### config.mk
export PLATFORM = sky130hd
export DESIGN_NAME = duty_button_ctrl_flat
export DESIGN_NICKNAME = d
export VERILOG_FILES = /design/src/rtl/pwm_pkg.sv /design/src/rtl/duty_button_ctrl_if.sv /design/src/rtl/btn_conditioner.sv /design/src/rtl/duty_button_ctrl.sv /design/src/flat_wrapper.sv
export SDC_FILE = /design/constraint.sdc
export NUM_CORES = 1
export LEC_CHECK = 0
export BUFFER_PORTS_ARGS = -buffer_cell sky130_fd_sc_hd__buf_4
export CORE_ASPECT_RATIO = 0.5
export CORE_UTILIZATION = 46
export DETAILED_ROUTE_END_ITERATION = 7
export PLACE_DENSITY = 0.73
export SYNTH_ARGS = -nofsm -noshare
export SYNTH_HDL_FRONTEND = slang
export SYNTH_SLANG_ARGS = --single-unit
### constraint.sdc
create_clock -name clk -period 6.95 [get_ports clk]
set_input_delay 1.39 -clock clk [delete_from_list [all_inputs] [get_ports clk]]
set_output_delay 1.39 -clock clk [all_outputs]
set_load 0.1 [all_outputs]
### src/rtl/pwm_pkg.sv
// Shared types and cycle constants for the duty-cycle button conditioning path.
package pwm_pkg;

  typedef enum logic [1:0] {IDLE, DELAY, REPEAT} btn_state_t;

  // 100 MHz FPGA build
  localparam int unsigned DEBOUNCE_CYCLES_FPGA     = 2000000;
  localparam int unsigned REPEAT_DELAY_CYCLES_FPGA = 50000000;
  localparam int unsigned REPEAT_RATE_CYCLES_FPGA  = 25000000;

  // Scaled-down values for simulation
  localparam int unsigned DEBOUNCE_CYCLES_SIM     = 4;
  localparam int unsigned REPEAT_DELAY_CYCLES_SIM = 20;
  localparam int unsigned REPEAT_RATE_CYCLES_SIM  = 8;

  function automatic int unsigned max_u(int unsigned a, int unsigned b);
    return (a > b) ? a : b;
  endfunction

endpackage

### src/rtl/duty_button_ctrl_if.sv
// Button inputs and conditioned pulse/level outputs of duty_button_ctrl.
interface duty_button_ctrl_if;
  logic increase_duty;
  logic decrease_duty;
  logic duty_inc;
  logic duty_dec;
  logic inc_held;
  logic dec_held;

  modport master (
    output increase_duty, decrease_duty,
    input  duty_inc, duty_dec, inc_held, dec_held
  );

  modport slave (
    input  increase_duty, decrease_duty,
    output duty_inc, duty_dec, inc_held, dec_held
  );
endinterface

### src/rtl/btn_conditioner.sv
// One button channel: 2-FF synchronizer, counter debounce and press/hold/auto-repeat FSM.
// pulse is combinational; the caller registers it.
module btn_conditioner import pwm_pkg::*; #(
  parameter int unsigned DEBOUNCE_CYCLES     = DEBOUNCE_CYCLES_FPGA,
  parameter int unsigned REPEAT_DELAY_CYCLES = REPEAT_DELAY_CYCLES_FPGA,
  parameter int unsigned REPEAT_RATE_CYCLES  = REPEAT_RATE_CYCLES_FPGA,
  parameter int unsigned REPEAT_EN           = 1
) (
  input  logic clk,
  input  logic rst,
  input  logic raw,
  output logic held,
  output logic pulse
);

  localparam int unsigned CW = $clog2(DEBOUNCE_CYCLES + 1);
  localparam int unsigned TW = $clog2(max_u(REPEAT_DELAY_CYCLES, REPEAT_RATE_CYCLES) + 1);
  localparam logic [CW-1:0] DB_LAST   = CW'(DEBOUNCE_CYCLES - 1);
  localparam logic [TW-1:0] DLY_LAST  = TW'(REPEAT_DELAY_CYCLES - 1);
  localparam logic [TW-1:0] RATE_LAST = TW'(REPEAT_RATE_CYCLES - 1);
  localparam logic [TW-1:0] TMR_MAX   = '1;
  localparam bit            REP       = (REPEAT_EN != 0);

  logic          sync1, sync2, stable;
  logic [CW-1:0] cnt;
  logic [TW-1:0] timer;
  btn_state_t    state;

  always_ff @(posedge clk or posedge rst) begin
    if (rst) begin
      sync1  <= 1'b0;
      sync2  <= 1'b0;
      stable <= 1'b0;
      cnt    <= '0;
    end else begin
      sync1 <= raw;
      sync2 <= sync1;
      if (sync2 != stable) begin
        if (cnt == DB_LAST) begin
          stable <= sync2;
          cnt    <= '0;
        end else begin
          cnt <= cnt + 1'b1;
        end
      end else begin
        // any agreeing sample restarts the filter
        cnt <= '0;
      end
    end
  end

  always_ff @(posedge clk or posedge rst) begin
    if (rst) begin
      state <= IDLE;
      timer <= '0;
    end else begin
      unique case (state)
        IDLE: begin
          if (stable) begin
            state <= DELAY;
            timer <= '0;
          end
        end
        DELAY: begin
          if (!stable) begin
            state <= IDLE;
          end else if (REP && timer == DLY_LAST) begin
            state <= REPEAT;
            timer <= '0;
          end else if (timer != TMR_MAX) begin
            timer <= timer + 1'b1;
          end
        end
        REPEAT: begin
          if (!stable) begin
            state <= IDLE;
          end else if (timer == RATE_LAST) begin
            timer <= '0;
          end else begin
            timer <= timer + 1'b1;
          end
        end
        default: state <= IDLE;
      endcase
    end
  end

  always_comb begin
    pulse = 1'b0;
    unique case (state)
      IDLE:    pulse = stable;
      DELAY:   pulse = stable && REP && (timer == DLY_LAST);
      REPEAT:  pulse = stable && (timer == RATE_LAST);
      default: pulse = 1'b0;
    endcase
  end

  assign held = stable;

endmodule

### src/rtl/duty_button_ctrl.sv
// Two conditioned button channels plus arbitration and the registered duty pulses.
module duty_button_ctrl import pwm_pkg::*; #(
  parameter int unsigned DEBOUNCE_CYCLES     = DEBOUNCE_CYCLES_FPGA,
  parameter int unsigned REPEAT_DELAY_CYCLES = REPEAT_DELAY_CYCLES_FPGA,
  parameter int unsigned REPEAT_RATE_CYCLES  = REPEAT_RATE_CYCLES_FPGA,
  parameter int unsigned REPEAT_EN           = 1
) (
  input  logic               clk,
  input  logic               rst,
  duty_button_ctrl_if.slave  bus
);

  logic inc_stable, dec_stable;
  logic inc_pulse, dec_pulse;
  logic duty_inc_q, duty_dec_q;
  logic both_held;

  btn_conditioner #(
    .DEBOUNCE_CYCLES    (DEBOUNCE_CYCLES),
    .REPEAT_DELAY_CYCLES(REPEAT_DELAY_CYCLES),
    .REPEAT_RATE_CYCLES (REPEAT_RATE_CYCLES),
    .REPEAT_EN          (REPEAT_EN)
  ) u_inc (
    .clk  (clk),
    .rst  (rst),
    .raw  (bus.increase_duty),
    .held (inc_stable),
    .pulse(inc_pulse)
  );

  btn_conditioner #(
    .DEBOUNCE_CYCLES    (DEBOUNCE_CYCLES),
    .REPEAT_DELAY_CYCLES(REPEAT_DELAY_CYCLES),
    .REPEAT_RATE_CYCLES (REPEAT_RATE_CYCLES),
    .REPEAT_EN          (REPEAT_EN)
  ) u_dec (
    .clk  (clk),
    .rst  (rst),
    .raw  (bus.decrease_duty),
    .held (dec_stable),
    .pulse(dec_pulse)
  );

  // Both held: drop pulses outright so the PWM stage never sees a conflicting request
  assign both_held = inc_stable & dec_stable;

  always_ff @(posedge clk or posedge rst) begin
    if (rst) begin
      duty_inc_q <= 1'b0;
      duty_dec_q <= 1'b0;
    end else begin
      duty_inc_q <= inc_pulse & ~both_held;
      duty_dec_q <= dec_pulse & ~both_held;
    end
  end

  assign bus.duty_inc = duty_inc_q;
  assign bus.duty_dec = duty_dec_q;
  assign bus.inc_held = inc_stable;
  assign bus.dec_held = dec_stable;

endmodule

### src/flat_wrapper.sv
// flat-port wrapper written by rule: the top's interface ports become plain ports
module duty_button_ctrl_flat import pwm_pkg::*;
#(
  parameter int unsigned DEBOUNCE_CYCLES     = DEBOUNCE_CYCLES_FPGA,
  parameter int unsigned REPEAT_DELAY_CYCLES = REPEAT_DELAY_CYCLES_FPGA,
  parameter int unsigned REPEAT_RATE_CYCLES  = REPEAT_RATE_CYCLES_FPGA,
  parameter int unsigned REPEAT_EN           = 1
)
  (clk, rst, bus_increase_duty, bus_decrease_duty, bus_duty_inc, bus_duty_dec, bus_inc_held, bus_dec_held);
  duty_button_ctrl_if bus_i ();
  input  logic clk;
  input  logic rst;
  input wire logic [$bits(bus_i.increase_duty)-1:0] bus_increase_duty;
  input wire logic [$bits(bus_i.decrease_duty)-1:0] bus_decrease_duty;
  output wire logic [$bits(bus_i.duty_inc)-1:0] bus_duty_inc;
  output wire logic [$bits(bus_i.duty_dec)-1:0] bus_duty_dec;
  output wire logic [$bits(bus_i.inc_held)-1:0] bus_inc_held;
  output wire logic [$bits(bus_i.dec_held)-1:0] bus_dec_held;
  assign bus_i.increase_duty = bus_increase_duty;
  assign bus_i.decrease_duty = bus_decrease_duty;
  assign bus_duty_inc = bus_i.duty_inc;
  assign bus_duty_dec = bus_i.duty_dec;
  assign bus_inc_held = bus_i.inc_held;
  assign bus_dec_held = bus_i.dec_held;
  duty_button_ctrl #(.DEBOUNCE_CYCLES(DEBOUNCE_CYCLES), .REPEAT_DELAY_CYCLES(REPEAT_DELAY_CYCLES), .REPEAT_RATE_CYCLES(REPEAT_RATE_CYCLES), .REPEAT_EN(REPEAT_EN)) u_core (.clk(clk), .rst(rst), .bus(bus_i));
endmodule
==> impl_metrics.csv, run 1 <==
group,metric,value,unit
grt,first_global_vias,4481,
synth,netlist_area,0.00589,mm²
die,row_count,28,
sta,setup_slack,3.62,ns
place,gp_congestion,0.852,
power,seq_power_share,0.530,
routing,drt-total-wl,12000,µm
routing,wl_per_cell,14.9,µm
clock_network,cts.repair_timing.setup_buffer_count,0,
die,floorplan.initialDensity,0.485,
cells_and_area,final_stage_net_count,659,
synth,async_flop_share,1.00,
power,p_int,0.000919,W
place,dp_hpwl,8090,µm
power,power_density,185,mW/mm²
die,die_y,82.0,µm
power,power.clock.fraction,0.450,
worst_setup_path,setup.worst_path.end_class,"register",
sta,max-slew-margin-rel,0.326,
synth,synthXorXnorAreaFrac,0.0550,
grt,grt_max_degree,74,
synth,muxShareOfSynthArea,0.00934,
grt,globalRoute.totalOverflow,0,
routing,drtIter0Drc,372,
synth,synth-seq-cells,106,
power,p_leak,2.74,nW
cells_and_area,syn_to_final_growth,8.13,%
die,design.core.area,0.0122,mm²
worst_setup_path,crit_required,7.19,ns
worst_setup_path,worstPathMaxFanout,34,
sta,period_share,0.479,
sta,skew,0.0105,ns
clock_network,tritoncts.num_buffers,9,
die,dieWidth,162,µm
synth,synth_simple_gate_area_share,0.275,
power,power_frac_comb,0.020,
synth,synthesis.area_per_instance,9.18,µm²
synth,synth_fa_ha_area_frac,0.0297,
worst_setup_path,setup_cp_type,"reg2reg",
synth,synth_cells,642,
sta,worst_slew_pin_slew,1.01,ns
synth,synth_cell_type_count,59,
synth,synth_sequential_area_ratio,0.450,
clock_network,clkTransAtPathRegs,0.08,ns
place,numPlacedInstances,795,
sta,timing.final.crit_period,3.33,ns
clock_network,clock_latency,0.35,ns
routing,route.detailed.vias_per_inst,5.87,
grt,globalRouteTotalUtil,0.196,
synth,compound_cell_area_share_of_the_yosys_netlist,0.152,
sta,finalSetupViolCount,0,
cells_and_area,antenna_cells_inserted,0,
power,net_switching_power_figure,0.000259,W
die,ioPinCount,8,
cells_and_area,instances_no_fill,811,
synth,number_of_flops_mapped_to_enable_cells_by_yosys,0,
worst_setup_path,timing.critical_path.arrival,3.57,ns
power,p_sw_frac,0.220,
sta,maxSlewViolCount,0,
routing,drc,0,
place,port_buffer_cells,7,
cells_and_area,final_layout_size_suffix_gt1_frac,0.0681,
sta,hold_violations,0,
routing,drtAntennaViolNets,0,
synth,synth_area_leaders,"sky130_fd_sc_hd__dfrtp_1 (45%), sky130_fd_sc_hd__nor2_1 (6.4%), sky130_fd_sc_hd__a22o_1 (3.9%), sky130_fd_sc_hd__nand2_1 (3.8%), sky130_fd_sc_hd__nand3_1 (3.7%)",
sta,clock.fmax,0.300,GHz
clock_network,cts.root.buffer_cell,"sky130_fd_sc_hd__clkbuf_16",
synth,proportion_of_netlist_area_held_by_the_largest_area_contributor,0.450,
synth,synth_top_cell_by_area,"sky130_fd_sc_hd__dfrtp_1",
job,drv_cap,0,
routing,firstDrtPassIters,5,
grt,grt_antenna_before_repair,0,
power,max_vdd_drop,0.000107,V
worst_setup_path,crit_path_start_kind,"register",
clock_network,h-tree-depth,3,
synth,synth_top_family_by_area,"simple AND/OR/NAND/NOR gates",
synth,syn_nets,660,
clock_network,clock_sink_count,106,
sta,fin_setup_tns,0,ns
cells_and_area,filler_cell_count,1102,
place,setup_slack_after_placement,3.66,ns
clock_network,tritoncts_clock_tree,"yes",
clock_network,ctsHoldBuffers,0,
routing,route.vias.total,4758,
die,die_area,0.0133,mm²
synth,top_flip_flop_cell_by_instance_count_after_synthesis,"sky130_fd_sc_hd__dfrtp_1",
synth,synth.most_common_cell,"sky130_fd_sc_hd__dfrtp_1",
sta,rsz0062_at_grt,"no",
worst_hold_path,hold_path.class,"reg2reg",
grt,grt_first_pass_wirelength,20900,µm
clock_network,cts_resized,0,
outcome,outcome,"finished, final reports clean",
clock_network,cts_max_path_buffers,2,
synth,synthesis.yosys.warnings,0,
synth,ys_top_cells_by_count,"sky130_fd_sc_hd__dfrtp_1 (106), sky130_fd_sc_hd__nor2_1 (101), sky130_fd_sc_hd__nand2_1 (60), sky130_fd_sc_hd__nand3_1 (44), sky130_fd_sc_hd__a22o_1 (26)",
layout make-up:
type | count | area [µm²] | area share
Timing Repair Buffer | 9 | 67.6 | 0.0106
Sequential cell | 106 | 2650 | 0.416
Inverter | 17 | 66.3 | 0.0104
Tap cell | 165 | 206 | 0.0324
Clock buffer | 10 | 239 | 0.0375
Clock inverter | 6 | 72.6 | 0.0114
Multi-Input combinational cell | 498 | 3070 | 0.482
path summary, 6_finish.rpt:
check                                                  start                            endpoint  slack, ns  cells after the start
hold reg to reg                 u_core.u_dec.sync1$_DFF_PP0_        u_core.u_dec.sync2$_DFF_PP0_       0.36                      0
hold / removal                  u_core.u_dec.sync1$_DFF_PP0_        u_core.u_dec.sync2$_DFF_PP0_       0.36                      0
setup reg to reg           u_core.u_dec.timer[0]$_DFFE_PP0P_  u_core.u_dec.timer[21]$_DFFE_PP0P_       3.62                      7
min in group asynchronous                                rst        u_core.u_inc.sync1$_DFF_PP0_       1.04                      2
max in group asynchronous                                rst  u_core.u_dec.timer[23]$_DFFE_PP0P_       4.66                      3
setup / recovery           u_core.u_dec.timer[0]$_DFFE_PP0P_  u_core.u_dec.timer[21]$_DFFE_PP0P_       3.62                      7
stage by stage:
step | cell area (µm²) | total power, W | util | hold WS [ns]
CTS | 6370 | 0.00119 | 0.524 | 0.368
finish | 6370 | 0.00118 | 0.524 | 0.364
global placement | 6060 | 0.000661 | 0.499 | 0.347
floorplan | 5890 | 0.000653 | - | 0.331
global route | 6370 | 0.00122 | 0.524 | 0.381
detailed placement | 6060 | 0.000661 | 0.499 | 0.342
cell families after synthesis:
family,count (synthesis)
multiplexers,5
XOR/XNOR,37
AO/OA/AOI/OAI,119
flip-flops,106
adder cells (fa/ha/maj),14
buffers and inverters,38
AND/OR/NAND/NOR,323
metal layers:
metal  global-route usage  up-vias  wire length [µm]
met5                    0        -                 0
met4               0.0585        0               117
met3               0.0439        9               446
met2                0.327       84              5500
met1                0.259     2337              5980
li1                     -     2328                 -
cell usage in the layout, fill, tap and decap left out, drive strengths merged, types with 5 or more instances in the layout:
cell and instances:
buf 9, xnor2 12, nand3 44, or2 5, a22o 26, clkbuf 10, nand4 25, dfrtp 106
and4 7, nand2b 5, nand2 60, nor2 101, a221o 8, and3 17, or4 5, nor3 14
ha 14, nor4 10, xor2 25, a21oi 11, nor4b 5, or3 12, a21o 25, inv 20
o21ai 17
power by group through the flow:
| stage | logic, W | clock network [W] | registers (W) |
|---|---|---|---|
| 3_5_place_dp | 0.0000249 | 0 | 0.000636 |
| 4_1_cts | 0.0000249 | 0.000541 | 0.000624 |
| 3_3_place_gp | 0.0000245 | 0 | 0.000636 |
| 5_1_grt | 0.0000286 | 0.000566 | 0.000625 |
| 6_report | 0.0000237 | 0.000530 | 0.000624 |
| 2_1_floorplan | 0.0000177 | 0 | 0.000635 |
critical path, cell delays in order, from the launching register on:
cell and delay, ns:
sky130_fd_sc_hd__dfrtp_1 0.43, sky130_fd_sc_hd__ha_1 0.21, sky130_fd_sc_hd__nand3_1 0.14, sky130_fd_sc_hd__nor4_1 0.62, sky130_fd_sc_hd__a211o_1 0.90, sky130_fd_sc_hd__nor2_1 0.32, sky130_fd_sc_hd__buf_4 0.29, sky130_fd_sc_hd__a221o_1 0.30
state kept, by name, summed over array words and instances, names as in the netlist:
register             cells
u_core.u_inc.held        1
u_core.bus.duty_dec      1
u_core.u_inc.sync2       1
u_core.u_dec.timer      26
u_core.bus.duty_inc      1
u_core.u_inc.timer      26
u_core.u_dec.cnt        21
u_core.u_inc.sync1       1
u_core.u_inc.state       2
u_core.u_dec.held        1
u_core.u_dec.state       2
u_core.u_dec.sync2       1
u_core.u_inc.cnt        21
u_core.u_dec.sync1       1
Power figures use the tool's default switching activity.
==> run 2, diff against run 1 <==
==> constraint.sdc (replaced) <==
create_clock -name clk -period 3.32 [get_ports clk]
set_input_delay 0.664 -clock clk [delete_from_list [all_inputs] [get_ports clk]]
set_output_delay 0.664 -clock clk [all_outputs]
set_load 0.1 [all_outputs]
==> run 2 against run 1 <==
Effect of this change:
- total power rose by 110%
- final cell count rose by 1.2%
- worst hold slack got worse by 0.011 ns
- sequential cell count did not move
- critical endpoint is now u_core.u_inc.timer[14]$_DFFE_PP0P_
- non-clock buffer count rose by 10
- die area did not move
==> impl_metrics.csv, run 2 (synthesis results as in run 1) <==
group,metric,value,unit
outcome,outcome,"finished, final reports clean",
worst_hold_path,hold_path.startpoint,"u_core.u_dec.sync1$_DFF_PP0_",
routing,wl_per_cell,15.0,µm
clock_network,tritoncts_clock_tree,"yes",
cells_and_area,syn_to_final_growth,9.28,%
power,p_leak,2.79,nW
grt,globalRoute.totalOverflow,0,
clock_network,clock_sink_count,106,
routing,sum_of_met3_wire_segment_lengths_after_detailed_routing,547,µm
clock_network,clock_latency,0.35,ns
sta,fin_setup_tns,0,ns
place,dp_hpwl,8370,µm
power,power_frac_comb,0.022,
sta,finalSetupViolCount,0,
grt,first_global_vias,4364,
worst_setup_path,timing.critical_path.arrival,3.32,ns
die,ioPinCount,8,
place,gp_congestion,0.842,
routing,route.vias.total,4805,
sta,skew,0.00961,ns
grt,grt_max_degree,37,
grt,globalRouteTotalUtil,0.198,
worst_setup_path,critical_path.reg2reg.endpoint,"u_core.u_inc.timer[14]$_DFFE_PP0P_",
grt,grt_first_pass_wirelength,21200,µm
clock_network,h-tree-depth,3,
die,dieWidth,162,µm
worst_hold_path,worstHoldPathCells,0,
routing,drtAntennaViolNets,0,
cells_and_area,most_common_library_cell_in_the_layout_ignoring_fill_and_taps,"sky130_fd_sc_hd__dfrtp_1",
worst_setup_path,reg2reg_slack,0.23,ns
die,floorplan.initialDensity,0.485,
routing,met2WireLength,5600,µm
routing,route.layer.met1.wl,6050,µm
worst_setup_path,worstPathMaxFanout,16,
cells_and_area,finish.instance_area,0.00644,mm²
cells_and_area,layout.area.seq,0.00265,mm²
routing,drtIter0Drc,303,
clock_network,cts.repair_timing.setup_buffer_count,0,
power,power.clock.fraction,0.446,
cells_and_area,multiInputGateArea,0.00307,mm²
cells_and_area,final_layout_size_suffix_gt1_frac,0.0808,
clock_network,cts_max_path_buffers,2,
worst_setup_path,setup.worst_path.end_class,"register",
cells_and_area,final_stage_net_count,669,
sta,worst_slew_pin_slew,0.746,ns
power,design_power_total,0.00246,W
routing,drc,0,
routing,route.detailed.vias_per_inst,5.85,
cells_and_area,antenna_cells_inserted,0,
clock_network,ctsHoldBuffers,0,
sta,period_share,0.931,
worst_hold_path,hold_end,"u_core.u_dec.sync2$_DFF_PP0_",
place,port_buffer_cells,7,
clock_network,cts_resized,0,
worst_setup_path,regToRegStartpoint,"u_core.u_inc.timer[8]$_DFFE_PP0P_",
die,row_count,28,
sta,max-slew-margin-rel,0.502,
power,seq_power_share,0.532,
die,design.core.area,0.0122,mm²
worst_hold_path,hold_path.class,"reg2reg",
routing,drt-total-wl,12300,µm
place,setup_slack_after_placement,0.269,ns
worst_setup_path,crit_required,3.55,ns
worst_setup_path,crit_path_start_kind,"register",
power,net_switching_power_figure,0.000533,W
power,power_density,381,mW/mm²
worst_setup_path,setup_cp_type,"reg2reg",
power,max_vdd_drop,0.000269,V
sta,setup_slack,0.229,ns
sta,clock.fmax,0.324,GHz
clock_network,cts.root.buffer_cell,"sky130_fd_sc_hd__clkbuf_16",
sta,rsz0062_at_grt,"no",
job,drv_cap,0,
die,die_area,0.0133,mm²
clock_network,tritoncts.num_buffers,9,
routing,firstDrtPassIters,5,
die,die_y,82.0,µm
sta,hold_violations,0,
cells_and_area,final_cell_mix,"sky130_fd_sc_hd__dfrtp_1 (106), sky130_fd_sc_hd__nor2_1 (101), sky130_fd_sc_hd__nand2_1 (60), sky130_fd_sc_hd__nand3_1 (44), sky130_fd_sc_hd__a22o_1 (26)",
power,p_sw_frac,0.217,
worst_setup_path,worst_r2r_path_depth,7,
cells_and_area,largestRegisters,"u_core.u_dec.timer x26, u_core.u_inc.timer x26",
grt,grt_antenna_before_repair,0,
sta,timing.final.crit_period,3.09,ns
sta,maxSlewViolCount,0,
power,p_int,0.00192,W
clock_network,clkTransAtPathRegs,0.08,ns
cells_and_area,filler_cell_count,1072,
routing,highest_metal_layer_used_by_the_detailed_router,"met4",
sta,hold-worst-slack,0.353,ns
place,place_area,0.00614,mm²
-- run 2: cell types whose count changed in the layout (fill, tap and decap cells not counted), sizes merged --
cell | previous run | this run
inv | 20 | 18
clkbuf | 10 | 11
buf | 9 | 19
clkinvlp | 1 | 2
-- run 2: worst max path at each step --
stage                                      startpoint                                 end  slack [ns]  cells past startpoint
floorplan           u_core.u_inc.timer[8]$_DFFE_PP0P_  u_core.u_inc.timer[12]$_DFFE_PP0P_        0.63                      8
global placement    u_core.u_inc.timer[8]$_DFFE_PP0P_  u_core.u_inc.timer[14]$_DFFE_PP0P_        0.34                      7
detailed placement  u_core.u_inc.timer[8]$_DFFE_PP0P_  u_core.u_inc.timer[14]$_DFFE_PP0P_        0.27                      7
CTS                 u_core.u_inc.timer[8]$_DFFE_PP0P_  u_core.u_inc.timer[14]$_DFFE_PP0P_        0.24                      7
global route        u_core.u_inc.timer[8]$_DFFE_PP0P_  u_core.u_inc.timer[14]$_DFFE_PP0P_        0.09                      7
finish              u_core.u_inc.timer[8]$_DFFE_PP0P_  u_core.u_inc.timer[14]$_DFFE_PP0P_        0.23                      7
-- run 2: layout make-up --
class / instances / area share
well taps: 165 / 0.0321
inverters: 17 / 0.0105
flip-flops and latches: 106 / 0.412
clock inverters: 5 / 0.00932
repair buffers: 19 / 0.0221
clock buffers: 11 / 0.0377
multi-input cells: 498 / 0.476
-- run 2: power by group through the flow --
stage | Combinational (W) | Clock, W | Sequential (W)
6_report | 0.0000528 | 0.00110 | 0.00131
4_1_cts | 0.0000556 | 0.00111 | 0.00131
3_5_place_dp | 0.0000555 | 0 | 0.00133
5_1_grt | 0.0000623 | 0.00117 | 0.00131
3_3_place_gp | 0.0000546 | 0 | 0.00133
2_1_floorplan | 0.0000374 | 0 | 0.00133
-- run 2: per-stage QoR --
step	cells	util
final	821	0.530
after detailed placement	805	0.505
after global routing	821	0.530
after floorplan	642	-
after CTS	821	0.530
after global placement	805	0.505
-- run 2: metal layers --
metal  global-route usage  vias to the layer above
li1                     -                     2344
met1                0.268                     2329
met2                0.327                      121
met3               0.0424                       11
met4               0.0509                        0
met5                    0                        -
-- run 2: worst max-delay path, stage by stage (launching register included) --
cell and delay, ns:
sky130_fd_sc_hd__dfrtp_1 0.45, sky130_fd_sc_hd__or4_1 0.52, sky130_fd_sc_hd__or4_4 0.45, sky130_fd_sc_hd__o41a_1 0.47
sky130_fd_sc_hd__o21a_1 0.42, sky130_fd_sc_hd__buf_4 0.27, sky130_fd_sc_hd__o211a_1 0.12, sky130_fd_sc_hd__a221o_1 0.26
